--- config.mk ---
export PLATFORM = sky130hd
export DESIGN_NAME = game_round_ctrl
export DESIGN_NICKNAME = d
export VERILOG_FILES = /design/src/rtl/game_pkg.sv /design/src/rtl/answer_timer.sv /design/src/rtl/game_round_ctrl.sv
export SDC_FILE = /design/constraint.sdc
export NUM_CORES = 1
export LEC_CHECK = 0
export ABC_AREA = 1
export BUFFER_PORTS_ARGS = -buffer_cell sky130_fd_sc_hd__buf_2
export CAP_MARGIN = 20
export CORE_MARGIN = 2
export CORE_UTILIZATION = 47
export DETAILED_ROUTE_END_ITERATION = 8
export PLACE_DENSITY = 0.84
export SLEW_MARGIN = 40
export SYNTH_ARGS = -nofsm -noshare
export SYNTH_HDL_FRONTEND = slang
export SYNTH_SLANG_ARGS = --single-unit
--- constraint.sdc ---
create_clock -name clk_in -period 1.1 [get_ports clk_in]
set_input_delay 0.165 -clock clk_in [delete_from_list [all_inputs] [get_ports clk_in]]
set_output_delay 0.165 -clock clk_in [all_outputs]
set_load 0.02 [all_outputs]
--- src/rtl/game_pkg.sv ---
// Shared types and constants for the reaction game round controller.
package game_pkg;

    typedef enum logic [2:0] {
        IDLE     = 3'd0,
        SPIN     = 3'd1,
        WAIT_KEY = 3'd2,
        JUDGE    = 3'd3,
        DONE     = 3'd4
    } game_state_e;

    localparam logic [3:0] MAX_SCORE = 4'd9;

    // Increment that sticks at the given ceiling instead of wrapping.
    function automatic logic [3:0] sat_inc(input logic [3:0] value, input logic [3:0] ceiling);
        logic [3:0] result;
        if (value >= ceiling) begin
            result = ceiling;
        end else begin
            result = value + 4'd1;
        end
        return result;
    endfunction

endpackage

--- src/rtl/answer_timer.sv ---
// Answer-window down-counter: loaded at window open, decremented per game tick.
module answer_timer #(
    parameter int unsigned ANSWER_TICKS = 8
) (
    input  logic clk_in,
    input  logic restart,
    input  logic load,
    input  logic dec,
    output logic expire
);

    localparam logic [3:0] LOAD_VAL = 4'(ANSWER_TICKS);

    logic [3:0] count_r;

    // Count register: load has priority over decrement, zero never wraps.
    always_ff @(posedge clk_in) begin
        if (restart) begin
            count_r <= 4'd0;
        end else if (load) begin
            count_r <= LOAD_VAL;
        end else if (dec && (count_r != 4'd0)) begin
            count_r <= count_r - 4'd1;
        end else begin
            count_r <= count_r;
        end
    end

    // The tick that lands while one count remains closes the window.
    assign expire = (count_r == 4'd1);

endmodule

--- src/rtl/game_round_ctrl.sv ---
// Round sequencer: spin the motor, open a timed answer window, score, repeat.
module game_round_ctrl
    import game_pkg::*;
#(
    parameter int unsigned ANSWER_TICKS = 8,
    parameter int unsigned NUM_ROUNDS   = 9
) (
    input  logic       clk_in,
    input  logic       restart,
    input  logic       tick,
    input  logic [1:0] rnd_dir,
    input  logic [1:0] rnd_dur,
    input  logic       motor_done,
    input  logic       key_valid,
    input  logic       answer,
    output logic       motor_start,
    output logic [1:0] motor_dir,
    output logic [1:0] motor_dur,
    output logic       answer_open,
    output logic [3:0] score,
    output logic [3:0] round_cnt,
    output logic       game_over
);

    localparam logic [3:0] ROUND_LIMIT = 4'(NUM_ROUNDS);

    game_state_e state_r;
    logic        key_prev_r;
    logic        hit_r;
    logic        motor_start_r;
    logic [1:0]  motor_dir_r;
    logic [1:0]  motor_dur_r;
    logic        answer_open_r;
    logic [3:0]  score_r;
    logic [3:0]  round_cnt_r;
    logic        game_over_r;

    logic        key_edge_s;
    logic        timer_load_s;
    logic        timer_dec_s;
    logic        timer_expire_s;
    logic [3:0]  round_next_s;

    // A held key only ever produces one edge, so a press carried into the window is ignored.
    assign key_edge_s   = key_valid & ~key_prev_r;
    assign timer_load_s = (state_r == SPIN) && motor_done;
    assign timer_dec_s  = (state_r == WAIT_KEY) && tick && !key_edge_s;
    assign round_next_s = round_cnt_r + 4'd1;

    answer_timer #(
        .ANSWER_TICKS(ANSWER_TICKS)
    ) u_answer_timer (
        .clk_in  (clk_in),
        .restart (restart),
        .load    (timer_load_s),
        .dec     (timer_dec_s),
        .expire  (timer_expire_s)
    );

    // Main FSM with all outputs registered alongside the state.
    always_ff @(posedge clk_in) begin
        if (restart) begin
            state_r       <= IDLE;
            key_prev_r    <= 1'b0;
            hit_r         <= 1'b0;
            motor_start_r <= 1'b0;
            motor_dir_r   <= 2'd0;
            motor_dur_r   <= 2'd0;
            answer_open_r <= 1'b0;
            score_r       <= 4'd0;
            round_cnt_r   <= 4'd0;
            game_over_r   <= 1'b0;
        end else begin
            key_prev_r    <= key_valid;
            motor_start_r <= 1'b0;
            case (state_r)
                IDLE: begin
                    if (tick) begin
                        motor_dir_r   <= rnd_dir;
                        motor_dur_r   <= rnd_dur;
                        motor_start_r <= 1'b1;
                        state_r       <= SPIN;
                    end else begin
                        state_r <= IDLE;
                    end
                end
                SPIN: begin
                    // No timeout here: the motor driver is trusted to finish.
                    if (motor_done) begin
                        answer_open_r <= 1'b1;
                        state_r       <= WAIT_KEY;
                    end else begin
                        state_r <= SPIN;
                    end
                end
                WAIT_KEY: begin
                    // Key edge is checked first so it wins against the final tick.
                    if (key_edge_s) begin
                        hit_r         <= answer;
                        answer_open_r <= 1'b0;
                        state_r       <= JUDGE;
                    end else if (tick && timer_expire_s) begin
                        hit_r         <= 1'b0;
                        answer_open_r <= 1'b0;
                        state_r       <= JUDGE;
                    end else begin
                        state_r <= WAIT_KEY;
                    end
                end
                JUDGE: begin
                    if (hit_r) begin
                        score_r <= sat_inc(score_r, MAX_SCORE);
                    end else begin
                        score_r <= score_r;
                    end
                    round_cnt_r <= round_next_s;
                    if (round_next_s == ROUND_LIMIT) begin
                        game_over_r <= 1'b1;
                        state_r     <= DONE;
                    end else begin
                        state_r <= IDLE;
                    end
                end
                DONE: begin
                    state_r <= DONE;
                end
                default: begin
                    state_r       <= IDLE;
                    answer_open_r <= 1'b0;
                end
            endcase
        end
    end

    assign motor_start = motor_start_r;
    assign motor_dir   = motor_dir_r;
    assign motor_dur   = motor_dur_r;
    assign answer_open = answer_open_r;
    assign score       = score_r;
    assign round_cnt   = round_cnt_r;
    assign game_over   = game_over_r;

endmodule

==> results.py <==
metrics = {
    "status": {
        "outcome": "complete, but fails checks",
        "violations": "setup timing",
    },
    "timing": {
        "grt_setup_unrepaired": "yes",
        "fmax_mhz": 832,
        "setup_viol": 11,
        "setup_ws_ns": -0.102,
        "max-slew-margin-rel_pct": 83.6,
        "hold_violations": 0,
        "finalCritPeriodShare_pct": 109,
        "hold_slack_ns": 0.0567,
        "worst_pin_slew_ns": 0.243,
        "drv_slew": 0,
        "clock_skew_ns": 0.00916,
        "min_period_ns": 1.20,
    },
    "global_route": {
        "grt_max_degree": 14,
        "track_usage_pct": 20.9,
        "grt_pass1_vias": 1043,
        "antenna_found_initial": 0,
        "grt_first_pass_wirelength_um": 4370,
        "grt-ovfl-total": 0,
    },
    "route": {
        "vias_per_cell": 5.20,
        "via_count": 1223,
        "drt_wl_total_um": 3150,
        "drtIter0Drc": 27,
        "drc": 0,
        "antenna_left": 0,
        "dr.pass1.iters": 4,
        "routedWlPerCell_um": 13.4,
    },
    "cells_and_area": {
        "antenna_cells": 0,
        "drive_gt1_share_pct": 50.2,
        "num-nets-final": 224,
        "fillers": 162,
        "final_area_mm2": 0.00172,
        "final_core_utilization_pct": 70.6,
        "syn_to_final_growth_pct": 46.2,
        "stdcell_count": 235,
    },
    "die": {
        "initial_core_util_pct": 48.3,
        "dieArea_mm2": 0.00292,
        "rows": 18,
        "ios": 25,
        "core_area_mm2": 0.00243,
        "die_w_um": 54.0,
        "die_h_um": 54.0,
    },
    "critical_path": {
        "critPathCaptureType": "flip-flop",
        "critPathSlowestCell": "dfxtp_4",
        "critical_path_class": "flip-flop to flip-flop",
        "rr_startpoint": "round_cnt[1]$_SDFFE_PP0P_",
        "cp-start-kind": "flip-flop",
        "worstPathRequired_ns": 1.37,
        "crit_start": "round_cnt[1]$_SDFFE_PP0P_",
        "worst-path-max-fanout": 5,
        "arrival_ns": 1.47,
        "path_cells": "ha_4, xnor2_2, nand2_1, or2_4, a21oi_1",
        "cpPeakStageDelay_ns": 0.39,
    },
    "power": {
        "pwr-share-comb_pct": 15.6,
        "p_sw_w": 0.000458,
        "power_frac_clock_pct": 28.6,
        "ir_worst_vdd_mv": 0.622,
        "p_per_area_mw_per_mm2": 966,
        "leakagePower_nw": 0.759,
        "pwr-share-seq_pct": 55.8,
        "power_switching_share_pct": 27.6,
        "power.internal_w": 0.00120,
    },
    "yosys": {
        "synth_nets": 176,
        "synth_seq_cells": 24,
        "yosysTopAreaCell": "dfxtp_1",
        "synth_cell_types": 24,
        "syn_avg_cell_area_um2": 7.44,
        "syn-cell-area_mm2": 0.00117,
        "synth_top_area_share_pct": 40.9,
        "netlist_top_cells_area": "dfxtp_1, ha_1, nand2_1, a21oi_1, inv_1",
        "yosysSeqAreaShare_pct": 40.9,
        "syn_inst": 158,
        "yosys_warnings": 0,
    },
    "clock_tree": {
        "cts_max_level": 1,
        "clockBufferDepth": 2,
        "path_clk_slew_ns": 0.13,
        "clockRootBuffer": "clkbuf_4",
        "numCtsBuffers": 3,
        "tritoncts": "built",
        "hold_buffers": 0,
        "clock-sinks": 24,
        "clock_latency_ns": 0.33,
    },
    "min_path": {
        "hold_class": "input pin to flip-flop",
        "min_from": "key_valid",
    },
    "placement": {
        "numPortBuffers": 24,
        "pre_cts_ws_ns": -0.0706,
        "place.gp.congestion": 0.850,
        "placed_cell_area_mm2": 0.00147,
        "dp.cells": 223,
        "dp_hpwl_um": 1940,
    },
    "run": {
        "maxCapViolCount": 0,
    },
}
==> path summary, 6_finish.rpt <==
kind	endpoint	slack (ns)	depth (start not counted)
setup / recovery	game_over$_SDFFE_PP0P_	-0.10	5
hold / removal	key_prev_r$_SDFF_PP0_	0.06	3
setup reg to reg	game_over$_SDFFE_PP0P_	-0.10	5
hold reg to reg	game_over$_SDFFE_PP0P_	0.47	2
==> registers in the layout, indices dropped and copies added, names as in the netlist <==
| register | count |
|---|---|
| motor_dur | 2 |
| round_cnt | 4 |
| score | 4 |
| answer_open | 1 |
| u_answer_timer.count_r | 4 |
| key_prev_r | 1 |
| motor_dir | 2 |
| motor_start | 1 |
| game_over | 1 |
| hit_r | 1 |
| state_r | 3 |
==> placed cells by master (no fill, tap or decap), types with 2 or more instances in the layout <==
cell type	n
a21oi_1	12
a21oi_2	3
buf_2	23
buf_4	19
buf_6	3
clkbuf_4	3
dfxtp_1	11
dfxtp_2	6
dfxtp_4	7
ha_1	3
ha_2	2
ha_4	3
inv_1	14
inv_2	5
inv_4	4
nand2_1	23
nand2_2	5
nand3_1	10
nand3_2	2
nand4_1	3
nor2_1	15
nor2_2	3
nor2_4	3
o21ai_0	6
o21ai_2	3
o21ai_4	2
==> synthesized netlist by cell type <==
cell,number
o21ai_1,6
nand3_1,12
a31oi_1,1
inv_2,4
nor2_2,1
xnor2_1,1
nor3_1,1
nand2_2,3
xor2_1,1
clkbuf_1,1
or2_1,2
ha_1,8
nand4_1,3
nand2_1,26
a21oi_1,15
a21boi_1,1
dfxtp_1,24
buf_1,1
nor2_4,2
nor2_1,18
o21ai_0,6
nand3_4,1
o21bai_1,1
inv_1,19
==> area by class of cell <==
class | instances | area [µm²] | area share [%]
Timing Repair Buffer | 45 | 292 | 17.0
Multi-Input combinational cell | 109 | 742 | 43.2
Inverter | 23 | 96.3 | 5.61
Clock buffer | 4 | 36.3 | 2.11
Sequential cell | 24 | 514 | 29.9
Tap cell | 30 | 37.5 | 2.18
==> metrics by stage <==
step,power [W],TNS (ns)
2_1_floorplan,0.00108,-0.0241
3_3_place_gp,0.00117,-0.119
3_5_place_dp,0.00118,-0.513
4_1_cts,0.00164,-0.337
5_1_grt,0.00171,-1.53
6_report,0.00166,-0.471
==> what timing repair did <==
action	in CTS	in global routing
resized for setup	18	27
endpoints found under the hold margin	0	0
setup endpoints to repair	15	23
pin swaps	8	7
buffers inserted	5	3
==> layer usage <==
layer	vias to the layer above	routed length (µm)	GRT usage, %
li1	606	-	-
met1	568	1390	24.7
met2	40	1540	36.8
met3	9	142	2.78
met4	0	74	10.4
met5	-	0	0
==> power by group through the flow <==
stage          Clock, W  Sequential [W]  Combinational (W)
5_1_grt        0.000491        0.000931           0.000285
2_1_floorplan         0        0.000969           0.000108
3_3_place_gp          0        0.000945           0.000223
4_1_cts        0.000472        0.000927           0.000239
6_report       0.000475        0.000925           0.000260
3_5_place_dp          0        0.000946           0.000229
==> worst max-delay path, delay by kind of cell (launching register included) <==
kind | cells | cell delay, ns
flops | 1 | 0.39
simple gates | 2 | 0.33
fa+ha+maj | 1 | 0.16
xor+xnor | 1 | 0.14
compound gates | 1 | 0.13
==> kinds of logic after synthesis <==
group,share of synthesized area [%]
xor gates and xnor gates,1.49
buffers and inverters,7.99
adders and majority gates,8.52
DFF,40.9
and+or+nand+nor,27.8
AOI/OAI and AO/OA,13.3
No activity file was read; power rests on OpenSTA's default activity.
